<file path="config.mk">
export PLATFORM = sky130hd
export DESIGN_NAME = torus_io_bank_flat
export DESIGN_NICKNAME = d
export VERILOG_FILES = /design/src/rtl/torus_io_bank_pkg.sv /design/src/rtl/torus_io_bank_if.sv /design/src/rtl/torus_io_bank_io_fifo.sv /design/src/rtl/torus_io_bank.sv /design/src/flat_wrapper.sv
export SDC_FILE = /design/constraint.sdc
export NUM_CORES = 2
export LEC_CHECK = 0
export BUFFER_PORTS_ARGS = -buffer_cell sky130_fd_sc_hd__buf_2
export CORE_UTILIZATION = 52
export CTS_BUF_LIST = sky130_fd_sc_hd__clkbuf_8
export DETAILED_ROUTE_END_ITERATION = 8
export PLACE_DENSITY = 0.79
export SKIP_CTS_REPAIR_TIMING = 1
export SLEW_MARGIN = 40
export SYNTH_ARGS = -nofsm -noshare
export SYNTH_HDL_FRONTEND = slang
export SYNTH_SLANG_ARGS = --single-unit
</file>
<file path="constraint.sdc">
create_clock -name Clk -period 17 [get_ports Clk]
set_input_delay 1.7 -clock Clk [delete_from_list [all_inputs] [get_ports Clk]]
set_output_delay 1.7 -clock Clk [all_outputs]
set_load 0.05 [all_outputs]
</file>
<file path="src/rtl/torus_io_bank_pkg.sv">
// ============================================================================
// torus_pkg : shared constants and helpers for the torus CGRA I/O buffer bank
// Revision  : 1.0
// ============================================================================
`default_nettype none

package torus_pkg;

  localparam int DWIDTH_DEF = 32;
  localparam int MAX_CH     = 8;

  // Occupancy needs one bit more than the pointer so that DEPTH itself is representable.
  function automatic int cnt_width(input int depth);
    return $clog2(depth) + 1;
  endfunction

endpackage

`default_nettype wire

</file>
<file path="src/rtl/torus_io_bank_if.sv">
// ============================================================================
// torus_io_bank_if : system-side and PE-side bus bundle of the I/O buffer bank
// Revision         : 1.0
// ============================================================================
`default_nettype none

interface torus_io_bank_if
  import torus_pkg::*;
#(
  parameter int NUM_CH = 2,
  parameter int DWIDTH = DWIDTH_DEF,
  parameter int DEPTH  = 16
) ();

  localparam int CW = cnt_width(DEPTH);

  logic                     CGRA_Ena;
  logic                     Clear;
  logic [NUM_CH-1:0]        Sys_Ld_Valid;
  logic [NUM_CH*DWIDTH-1:0] Sys_Ld_Data;
  logic [NUM_CH-1:0]        Sys_Ld_Ready;
  logic [NUM_CH*DWIDTH-1:0] PE_Load;
  logic [NUM_CH-1:0]        PE_Load_Pop;
  logic [NUM_CH*DWIDTH-1:0] PE_Store;
  logic [NUM_CH-1:0]        PE_Store_Push;
  logic [NUM_CH-1:0]        Sys_St_Valid;
  logic [NUM_CH*DWIDTH-1:0] Sys_St_Data;
  logic [NUM_CH-1:0]        Sys_St_Ready;
  logic [NUM_CH*CW-1:0]     Ld_Count;
  logic [NUM_CH*CW-1:0]     St_Count;
  logic [NUM_CH-1:0]        Err_Underflow;
  logic [NUM_CH-1:0]        Err_Overflow;

  modport slave (
    input  CGRA_Ena, Clear, Sys_Ld_Valid, Sys_Ld_Data, PE_Load_Pop,
           PE_Store, PE_Store_Push, Sys_St_Ready,
    output Sys_Ld_Ready, PE_Load, Sys_St_Valid, Sys_St_Data,
           Ld_Count, St_Count, Err_Underflow, Err_Overflow
  );

  modport master (
    output CGRA_Ena, Clear, Sys_Ld_Valid, Sys_Ld_Data, PE_Load_Pop,
           PE_Store, PE_Store_Push, Sys_St_Ready,
    input  Sys_Ld_Ready, PE_Load, Sys_St_Valid, Sys_St_Data,
           Ld_Count, St_Count, Err_Underflow, Err_Overflow
  );

endinterface

`default_nettype wire

</file>
<file path="src/rtl/torus_io_bank_io_fifo.sv">
// ============================================================================
// io_fifo : single show-ahead FIFO with registered head and error strobes
// Revision: 1.0
// ============================================================================
`default_nettype none

module io_fifo
  import torus_pkg::*;
#(
  parameter int DWIDTH = DWIDTH_DEF,
  parameter int DEPTH  = 16,
  parameter int AW     = $clog2(DEPTH),
  parameter int CW     = cnt_width(DEPTH)
) (
  input  wire logic              clk,
  input  wire logic              rst,
  input  wire logic              clr,
  input  wire logic              wr_en,
  input  wire logic [DWIDTH-1:0] wr_data,
  input  wire logic              rd_en,
  output logic      [DWIDTH-1:0] rd_data,
  output logic      [CW-1:0]     count,
  output logic                   full,
  output logic                   empty,
  output logic                   err_ovf,
  output logic                   err_unf
);

  logic [DWIDTH-1:0] r_mem [DEPTH];
  logic [AW-1:0]     r_wptr;
  logic [AW-1:0]     r_rptr;
  logic [CW-1:0]     r_count;
  logic [DWIDTH-1:0] r_head;

  logic          w_full;
  logic          w_empty;
  logic          w_do_wr;
  logic          w_do_rd;
  logic [AW-1:0] w_rptr_nxt;

  // Full/empty come from the count at the start of the cycle only.
  assign w_full     = (r_count == CW'(DEPTH));
  assign w_empty    = (r_count == '0);
  assign w_do_wr    = wr_en & ~w_full & ~clr;
  assign w_do_rd    = rd_en & ~w_empty & ~clr;
  assign w_rptr_nxt = r_rptr + AW'(1);

  always_ff @(posedge clk) begin
    if (w_do_wr) begin
      r_mem[r_wptr] <= wr_data;
    end
  end

  always_ff @(posedge clk or posedge rst) begin
    if (rst) begin
      r_wptr  <= '0;
      r_rptr  <= '0;
      r_count <= '0;
      r_head  <= '0;
    end else if (clr) begin
      r_wptr  <= '0;
      r_rptr  <= '0;
      r_count <= '0;
    end else begin
      if (w_do_wr) begin
        r_wptr <= r_wptr + AW'(1);
      end
      if (w_do_rd) begin
        r_rptr <= w_rptr_nxt;
      end
      r_count <= r_count + CW'(w_do_wr) - CW'(w_do_rd);
      // The entry behind the head is already in RAM when count > 1; at count 1 it
      // can only be the word landing this cycle. Popping the last word holds the head.
      if (w_do_rd) begin
        if (r_count > CW'(1)) begin
          r_head <= r_mem[w_rptr_nxt];
        end else if (w_do_wr) begin
          r_head <= wr_data;
        end
      end else if (w_do_wr && w_empty) begin
        r_head <= wr_data;
      end
    end
  end

  assign rd_data = r_head;
  assign count   = r_count;
  assign full    = w_full;
  assign empty   = w_empty;
  assign err_ovf = wr_en & w_full;
  assign err_unf = rd_en & w_empty;

endmodule

`default_nettype wire

</file>
<file path="src/rtl/torus_io_bank.sv">
// ============================================================================
// torus_io_bank : per-channel load/store FIFO bank between system and I/O PEs
// Revision      : 1.0
// ============================================================================
`default_nettype none

module torus_io_bank
  import torus_pkg::*;
#(
  parameter int NUM_CH = 2,
  parameter int DWIDTH = DWIDTH_DEF,
  parameter int DEPTH  = 16
) (
  input  wire logic        Clk,
  input  wire logic        Reset,
  torus_io_bank_if.slave   bus
);

  localparam int AW = $clog2(DEPTH);
  localparam int CW = cnt_width(DEPTH);

  logic w_ena;
  logic w_clr;

  assign w_ena = bus.CGRA_Ena;
  assign w_clr = bus.Clear;

  generate
    for (genvar c = 0; c < NUM_CH; c++) begin : g_ch
      logic [DWIDTH-1:0] w_ld_head;
      logic [DWIDTH-1:0] w_st_head;
      logic [CW-1:0]     w_ld_cnt;
      logic [CW-1:0]     w_st_cnt;
      logic              w_ld_full;
      logic              w_ld_empty_unused;
      logic              w_ld_ovf_unused;
      logic              w_ld_unf;
      logic              w_st_full_unused;
      logic              w_st_empty;
      logic              w_st_ovf;
      logic              w_st_unf_unused;
      logic              w_ld_wr;
      logic              w_ld_rd;
      logic              w_st_wr;
      logic              w_st_rd;
      logic              r_unf;
      logic              r_ovf;

      // PE-side strobes only count while the array is running.
      assign w_ld_wr = bus.Sys_Ld_Valid[c] & ~w_ld_full;
      assign w_ld_rd = w_ena & bus.PE_Load_Pop[c];
      assign w_st_wr = w_ena & bus.PE_Store_Push[c];
      assign w_st_rd = bus.Sys_St_Ready[c] & ~w_st_empty;

      io_fifo #(
        .DWIDTH (DWIDTH),
        .DEPTH  (DEPTH),
        .AW     (AW),
        .CW     (CW)
      ) u_ld_fifo (
        .clk     (Clk),
        .rst     (Reset),
        .clr     (w_clr),
        .wr_en   (w_ld_wr),
        .wr_data (bus.Sys_Ld_Data[c*DWIDTH +: DWIDTH]),
        .rd_en   (w_ld_rd),
        .rd_data (w_ld_head),
        .count   (w_ld_cnt),
        .full    (w_ld_full),
        .empty   (w_ld_empty_unused),
        .err_ovf (w_ld_ovf_unused),
        .err_unf (w_ld_unf)
      );

      io_fifo #(
        .DWIDTH (DWIDTH),
        .DEPTH  (DEPTH),
        .AW     (AW),
        .CW     (CW)
      ) u_st_fifo (
        .clk     (Clk),
        .rst     (Reset),
        .clr     (w_clr),
        .wr_en   (w_st_wr),
        .wr_data (bus.PE_Store[c*DWIDTH +: DWIDTH]),
        .rd_en   (w_st_rd),
        .rd_data (w_st_head),
        .count   (w_st_cnt),
        .full    (w_st_full_unused),
        .empty   (w_st_empty),
        .err_ovf (w_st_ovf),
        .err_unf (w_st_unf_unused)
      );

      // Sticky until Reset or Clear; Clear wins over a same-cycle error.
      always_ff @(posedge Clk or posedge Reset) begin
        if (Reset) begin
          r_unf <= 1'b0;
          r_ovf <= 1'b0;
        end else if (w_clr) begin
          r_unf <= 1'b0;
          r_ovf <= 1'b0;
        end else begin
          r_unf <= r_unf | w_ld_unf;
          r_ovf <= r_ovf | w_st_ovf;
        end
      end

      assign bus.Sys_Ld_Ready[c]               = ~w_ld_full;
      assign bus.PE_Load[c*DWIDTH +: DWIDTH]   = w_ld_head;
      assign bus.Sys_St_Valid[c]               = ~w_st_empty;
      assign bus.Sys_St_Data[c*DWIDTH +: DWIDTH] = w_st_head;
      assign bus.Ld_Count[c*CW +: CW]          = w_ld_cnt;
      assign bus.St_Count[c*CW +: CW]          = w_st_cnt;
      assign bus.Err_Underflow[c]              = r_unf;
      assign bus.Err_Overflow[c]               = r_ovf;
    end
  endgenerate

endmodule

`default_nettype wire

</file>
<file path="src/flat_wrapper.sv">
// flat-port wrapper written by rule: the top's interface ports become plain ports
module torus_io_bank_flat import torus_pkg::*;
#(
  parameter int NUM_CH = 2,
  parameter int DWIDTH = DWIDTH_DEF,
  parameter int DEPTH  = 16
)
  (Clk, Reset, bus_CGRA_Ena, bus_Clear, bus_Sys_Ld_Valid, bus_Sys_Ld_Data, bus_PE_Load_Pop, bus_PE_Store, bus_PE_Store_Push, bus_Sys_St_Ready, bus_Sys_Ld_Ready, bus_PE_Load, bus_Sys_St_Valid, bus_Sys_St_Data, bus_Ld_Count, bus_St_Count, bus_Err_Underflow, bus_Err_Overflow);
  torus_io_bank_if #(.NUM_CH(NUM_CH), .DWIDTH(DWIDTH), .DEPTH(DEPTH)) bus_i ();
  input  wire logic Clk;
  input  wire logic Reset;
  input wire logic [$bits(bus_i.CGRA_Ena)-1:0] bus_CGRA_Ena;
  input wire logic [$bits(bus_i.Clear)-1:0] bus_Clear;
  input wire logic [$bits(bus_i.Sys_Ld_Valid)-1:0] bus_Sys_Ld_Valid;
  input wire logic [$bits(bus_i.Sys_Ld_Data)-1:0] bus_Sys_Ld_Data;
  input wire logic [$bits(bus_i.PE_Load_Pop)-1:0] bus_PE_Load_Pop;
  input wire logic [$bits(bus_i.PE_Store)-1:0] bus_PE_Store;
  input wire logic [$bits(bus_i.PE_Store_Push)-1:0] bus_PE_Store_Push;
  input wire logic [$bits(bus_i.Sys_St_Ready)-1:0] bus_Sys_St_Ready;
  output wire logic [$bits(bus_i.Sys_Ld_Ready)-1:0] bus_Sys_Ld_Ready;
  output wire logic [$bits(bus_i.PE_Load)-1:0] bus_PE_Load;
  output wire logic [$bits(bus_i.Sys_St_Valid)-1:0] bus_Sys_St_Valid;
  output wire logic [$bits(bus_i.Sys_St_Data)-1:0] bus_Sys_St_Data;
  output wire logic [$bits(bus_i.Ld_Count)-1:0] bus_Ld_Count;
  output wire logic [$bits(bus_i.St_Count)-1:0] bus_St_Count;
  output wire logic [$bits(bus_i.Err_Underflow)-1:0] bus_Err_Underflow;
  output wire logic [$bits(bus_i.Err_Overflow)-1:0] bus_Err_Overflow;
  assign bus_i.CGRA_Ena = bus_CGRA_Ena;
  assign bus_i.Clear = bus_Clear;
  assign bus_i.Sys_Ld_Valid = bus_Sys_Ld_Valid;
  assign bus_i.Sys_Ld_Data = bus_Sys_Ld_Data;
  assign bus_i.PE_Load_Pop = bus_PE_Load_Pop;
  assign bus_i.PE_Store = bus_PE_Store;
  assign bus_i.PE_Store_Push = bus_PE_Store_Push;
  assign bus_i.Sys_St_Ready = bus_Sys_St_Ready;
  assign bus_Sys_Ld_Ready = bus_i.Sys_Ld_Ready;
  assign bus_PE_Load = bus_i.PE_Load;
  assign bus_Sys_St_Valid = bus_i.Sys_St_Valid;
  assign bus_Sys_St_Data = bus_i.Sys_St_Data;
  assign bus_Ld_Count = bus_i.Ld_Count;
  assign bus_St_Count = bus_i.St_Count;
  assign bus_Err_Underflow = bus_i.Err_Underflow;
  assign bus_Err_Overflow = bus_i.Err_Overflow;
  torus_io_bank #(.NUM_CH(NUM_CH), .DWIDTH(DWIDTH), .DEPTH(DEPTH)) u_core (.Clk(Clk), .Reset(Reset), .bus(bus_i));
endmodule
</file>
Yosys cells after proc, flatten, opt, wreduce, memory -nomap -nowiden

Memories as Yosys holds them, arrays and structs flattened.
Cells that the tools add are included.

Output and inout port bits: 156
Word-level logic and storage cells: 165
Bits in writable memories: 2048
Memories kept: 4
Flip-flop bits (word level): 184
Input bits: 140

Memory list:

| memory                         | depth | width | read ports | clocked after memory_dff | wr ports | RTL line                    | text |
|---|---|---|---|---|---|---|---|
| u_core.g_ch[0].u_ld_fifo.r_mem | 16    | 32    | 1          | 0                        | 1        | torus_io_bank_io_fifo.sv:29 | `logic [DWIDTH-1:0] r_mem [DEPTH];` |
| u_core.g_ch[0].u_st_fifo.r_mem | 16    | 32    | 1          | 0                        | 1        | torus_io_bank_io_fifo.sv:29 |  |
| u_core.g_ch[1].u_ld_fifo.r_mem | 16    | 32    | 1          | 0                        | 1        | torus_io_bank_io_fifo.sv:29 |  |
| u_core.g_ch[1].u_st_fifo.r_mem | 16    | 32    | 1          | 0                        | 1        | torus_io_bank_io_fifo.sv:29 |  |

Eq/ne operators: 8
Multiplexer cells: 48
Magnitude comparators: 4
Reduce and logical (&&, ||, !) cells: 24
Bitwise operators: 41
$add $sub $neg: 16

Operators with widths:

| cell                  | count |
|---|---|
| $mux W32              | 16 |
| $mux W4               | 16 |
| $add A4 B1 Y4 const B | 8 |
| $and A1 B1 Y1         | 28 |
| $reduce_bool A2 Y1    | 12 |
| $add A5 B1 Y5         | 4 |
| $eq A5 B5 Y1 const B  | 4 |
| $gt A5 B1 Y1 const B  | 4 |
| $logic_not A5 Y1      | 4 |
| $mux W5               | 4 |
| $sub A5 B1 Y5         | 4 |
| $mux W1               | 12 |
| $ne A3 B2 Y1 const B  | 4 |
| $reduce_and A3 Y1     | 4 |
| $not A1 Y1            | 9 |
| $logic_and A1 B1 Y1   | 4 |
| $or A1 B1 Y1          | 4 |

Logic depth before layout (Yosys ltp)

Word-level depth: 8
Gate-level depth with buffers: 16
Gate-level depth less buffers: 15

Modules after synthesis

From an unflattened synthesis, not the netlist that was laid out.

Cells, all modules: 4063
Area total of the unflattened synthesis: 86790.7 µm²

Modules (own cells, without submodules):

| module                                  | seq. area each (µm²) | area an instance (µm²) | instances | cells each |
|---|---|---|---|---|
| io_fifo at u_core.g_ch[0].u_st_fifo ... | 16500.8              | 21388.0                | 2         | 983 |
| io_fifo at u_core.g_ch[1].u_st_fifo     | 16500.8              | 22392.7                | 1         | 1089 |
| io_fifo at u_core.g_ch[0].u_ld_fifo     | 16500.8              | 21383.0                | 1         | 983 |
| torus_io_bank                           | 100.1                | 239.0                  | 1         | 25 |

Least setup slack after synthesis

Ideal clock, no wire load.

Path kind: input to register
From: input port bus_Clear
To: memory u_core.g_ch[1].u_st_fifo.r_mem[1][0] in the netlist's numbering, enable pin
Setup time: 0.461 ns
Path buffers: 2
Path slack: 11.721 ns
Data required time: 16.539 ns
Data arrival time: 4.818 ns
Cell stages on the path: 5
Cells stage by stage: clkbuf_1 -> clkbuf_1 -> nor3_1 -> nand2_1 -> nor3_1

Cells in the longest elaborated chain, start to end: 4

Ends and longest elaborated chain:

| what                          | RTL line                    | text |
|---|---|---|
| start, declared               | flat_wrapper.sv:13          | `input wire logic [$bits(bus_i.Clear)-1:0] bus_Clear;` |
| $not A1 Y1 (no line)          | --                          |  |
| $and A1 B1 Y1                 | torus_io_bank_io_fifo.sv:44 | `assign w_do_wr = wr_en & ~w_full & ~clr;` |
| $mux W1                       | torus_io_bank_io_fifo.sv:49 | `if (w_do_wr) begin` |
| $mux W1 (implied by the code) | torus_io_bank_io_fifo.sv:50 | `r_mem[r_wptr] <= wr_data;` |
| end, declared                 | torus_io_bank_io_fifo.sv:29 |  |

No other way between the ends.

Worst setup path after layout

From: register u_core.g_ch[1].u_st_fifo.r_count[2]
To: output port bus_Sys_St_Valid[1]

Cells in the longest elaborated chain, start to end: 2

Ends and longest elaborated chain:

| what                   | RTL line                    | text |
|---|---|---|
| start, declared        | torus_io_bank_io_fifo.sv:32 | `logic [CW-1:0] r_count;` |
| start signal, assigned | torus_io_bank_io_fifo.sv:71 | `r_count <= r_count + CW'(w_do_wr) - CW'(w_do_rd);` |
| $logic_not A5 Y1       | torus_io_bank_io_fifo.sv:43 | `assign w_empty = (r_count == '0);` |
| $not A1 Y1             | torus_io_bank.sv:111        | `assign bus.Sys_St_Valid[c] = ~w_st_empty;` |
| end, declared          | flat_wrapper.sv:22          | `output wire logic [$bits(bus_i.Sys_St_Valid)-1:0] bus_Sys_St_Valid;` |

No other way between the ends.

==> flow_metrics.tcl <==
set metrics [dict create \
    status "complete, but fails checks" \
    violations "design-rule violations" \
    ys_ff_latch 2232 \
    clk_pin_slew_worst_paths_ns 0.06 \
    slowest_stage "or4b_4" \
    cp.depth 4 \
    numCtsBuffers 360 \
    seqCellArea_um2 66120 \
    synthMuxAreaShare_pct 14.10 \
    vias 44670 \
    setup_slack_ns 12.79 \
    drv_cap 0 \
    yosysTopAreaCell "edfxtp_1" \
    synth_simple_gate_area_share_pct 2.595 \
    syn-num-nets 4411 \
    detail_route.vias_per_cell 6.163 \
    startpoint_type "register" \
    yosys-top-cells-area "edfxtp_1 (71%), mux4_2 (13%), dfrtp_1 (5.3%), a221oi_1 (1.3%), mux2i_1 (0.77%)" \
    nets 4963 \
    initialDrtViolationCount 5114 \
    crit_chain "inv_1 -> ha_1 -> or4b_4 -> buf_2" \
    setup_viol 0 \
    core_um2 165200 \
    clock.fmax_ghz 0.2376 \
    min_path_type "reg -> reg" \
    clock_skew_ns 0.09057 \
    die_y_um 410.0 \
    cp-end-kind "output pin" \
    antenna_found_initial 39 \
    design_area_um2 98890 \
    port_buffers 295 \
    grt_pass1_vias 45760 \
    synthAdderAreaFrac_pct 0.8441 \
    tns_ns 0 \
    synth_top_area_share_pct 71.05 \
    grt_pass1_wl_um 293600 \
    cp.required_ns 15.30 \
    synth_edf_count 2048 \
    h-tree-depth 5 \
    rows 149 \
    critPathBufInv 2 \
    finalNonFillerCells 7248 \
    slew_viol_final 0 \
    die_width_um 410.0 \
    synthesis.area_um2 86560 \
    hpwlAfterDp_um 110400 \
    peakVddDrop_v 0.0001314 \
    drive_gt1_share_pct 29.83 \
    synth_common_cells "edfxtp_1 (2,048), mux4_2 (512), dfrtp_1 (184)" \
    path_class "reg -> out" \
    hold_viol 0 \
    io_pins 296 \
    gr-total-overflow 0 \
    die-area_um2 168100 \
    placed_area_um2 91930 \
    max_slew_margin_pct 41.22 \
    cts_tree "yes" \
    multi_input_area_um2 19550 \
    synthArstFlopShare_pct 8.244 \
    p_leak_nw 32.77 \
    cp-startpoint "u_core.g_ch[1].u_st_fifo.count[2]$_DFF_PP0_" \
    rr_startpoint "u_core.g_ch[0].u_ld_fifo.r_rptr[0]$_DFFE_PP0P_" \
    clock_sinks 2232 \
    nFillCells 11130 \
    r2r_end "u_core.g_ch[0].u_ld_fifo.rd_data[12]$_DFFE_PP0P_" \
    p_total_mw 14.41 \
    synth_top_family_by_area "multiplexers" \
    detail_route.first_pass.iterations 9 \
    hold-worst-slack_ns 0.4982 \
    root_buffer "clkbuf_8" \
    min_period_over_period_pct 24.76 \
    tightestPinTransition_ns 0.8817 \
    area_growth_pct 14.25 \
    synth-xor-area-share_pct 0.3238 \
    cts_buffer_depth 4 \
    syn_area_per_cell_um2 20.54 \
    syn_inst 4215 \
    grt_usage_pct 23.88 \
    rr_worst_depth 8 \
    synth.most_common_cell "edfxtp_1" \
    ant_nets 0 \
    fin_crit_ns 4.209 \
    place_inst 6591 \
    synth-compound-area-share_pct 3.855 \
    start_util_pct 52.41 \
    arrival_ns 2.51 \
    fin_util_pct 59.87 \
    cp-endpoint "bus_Sys_St_Valid[1]" \
    post-route-drc-count 48 \
    rsz0062_at_grt "no" \
    crit_family "simple AND/OR/NAND/NOR gates" \
    yosysWarnings 0 \
    rrSetupSlack_ns 12.80 \
    synth_cell_types 56 \
    pre_cts_ws_ns 12.21 \
    wl_per_cell_um 27.84 \
    yosys_most_used_dff "edfxtp_1" \
    wl_um 201800 \
    worstPathMaxFanout 4 \
    grt_max_degree 84 \
    gp_routability_congestion 0.7955 \
    clock_latency_ns 1.07 \
    seq_area_frac_synth_pct 76.36 \
    cellPowerDensity_nw_per_um2 145.7 \
    critPathMaxStageDelay_ns 0.52 \
]
## how the worst min path moves through the flow
stage / from / to / slack (ns) / depth (start not counted)
detailed placement: u_core.g_ch[1].u_st_fifo.rd_data[3]$_DFFE_PP0P_ / u_core.g_ch[1].u_st_fifo.rd_data[3]$_DFFE_PP0P_ / 0.49 / 2
global placement: u_core.g_ch[1].u_ld_fifo.rd_data[6]$_DFFE_PP0P_ / u_core.g_ch[1].u_ld_fifo.rd_data[6]$_DFFE_PP0P_ / 0.47 / 2
global route: u_core.g_ch[1].u_st_fifo.rd_data[10]$_DFFE_PP0P_ / u_core.g_ch[1].u_st_fifo.rd_data[10]$_DFFE_PP0P_ / 0.52 / 2
finish: u_core.g_ch[0].u_st_fifo.rd_data[17]$_DFFE_PP0P_ / u_core.g_ch[0].u_st_fifo.rd_data[17]$_DFFE_PP0P_ / 0.50 / 2
CTS: u_core.g_ch[1].u_ld_fifo.rd_data[13]$_DFFE_PP0P_ / u_core.g_ch[1].u_ld_fifo.rd_data[13]$_DFFE_PP0P_ / 0.50 / 2
floorplan: u_core.g_ch[1].r_unf$_DFF_PP0_ / u_core.g_ch[1].r_unf$_DFF_PP0_ / 0.46 / 2
## cells by family after synthesis
logic type               count (synthesis)
AND/OR/NAND/NOR                        464
adder cells (fa/ha/maj)                 56
multiplexers                           579
XOR/XNOR                                32
buffers and inverters                  404
flip-flops                            2232
AO/OA/AOI/OAI                          448
## placed cells by master (no fill, tap or decap), types with 13 or more instances in the layout
cell and n:
buf_4 92, nor2_4 60, nor2_1 82, nand3_1 74
a221oi_1 128, mux2i_1 67, buf_2 294, o21ai_0 37
a22o_1 62, clkinv_1 54, mux4_2 512, xnor2_1 19
ha_1 48, diode_2 23, dfrtp_1 180, nand2_1 110
xor2_1 13, clkinv_2 30, clkbuf_8 407, edfxtp_1 2048
o21ai_1 38, a21oi_1 16, buf_16 17, o22ai_1 62
and2_1 67, o211ai_1 65, inv_1 285
## per-layer routing
metal / global-route usage [%] / vias to the layer above / wire length, µm
li1: - / 18530 / -
met1: 30.07 / 23270 / 73000
met2: 38.90 / 2364 / 100700
met3: 7.314 / 478 / 21430
met4: 9.373 / 32 / 6486
met5: 0 / - / 189
## worst register-to-register path, stage by stage, from the launching register on
cell      delay [ns]
dfrtp_4         0.68
ha_4            0.67
buf_4           0.71
buf_4           0.73
mux4_2          0.46
inv_1           0.07
o22ai_1         0.09
a221oi_1        0.49
o211ai_1        0.15
## state kept, by name, summed over array words and instances (netlist names)
| signal | count |
|---|---|
| u_core.g_ch.u_ld_fifo.r_mem | 1024 |
| u_core.g_ch.u_st_fifo.rd_data | 64 |
| u_core.g_ch.r_ovf | 2 |
| u_core.g_ch.u_st_fifo.r_mem | 1024 |
| u_core.g_ch.u_ld_fifo.rd_data | 64 |
| u_core.g_ch.u_ld_fifo.r_rptr | 8 |
| u_core.g_ch.u_st_fifo.count | 10 |
| u_core.g_ch.r_unf | 2 |
| u_core.g_ch.u_st_fifo.r_rptr | 8 |
| u_core.g_ch.u_st_fifo.r_wptr | 8 |
| u_core.g_ch.u_ld_fifo.count | 10 |
| u_core.g_ch.u_ld_fifo.r_wptr | 8 |
## where the power goes
| part | switching [mW] | total [mW] | internal [mW] |
|---|---|---|---|
| logic | 2.14 | 3.57 | 1.44 |
| registers | 0.213 | 6.45 | 6.23 |
| clock network | 2.04 | 4.39 | 2.35 |
## layout make-up
class	instances	area share, %
diodes	23	0.05820
clock buffers	407	5.664
clock inverters	224	1.235
inverters	170	0.6528
multi-input cells	1579	19.77
flip-flops and latches	2232	66.86
well taps	2189	2.769
repair buffers	424	2.996
Note: power is estimated with default switching activity, not from simulation.
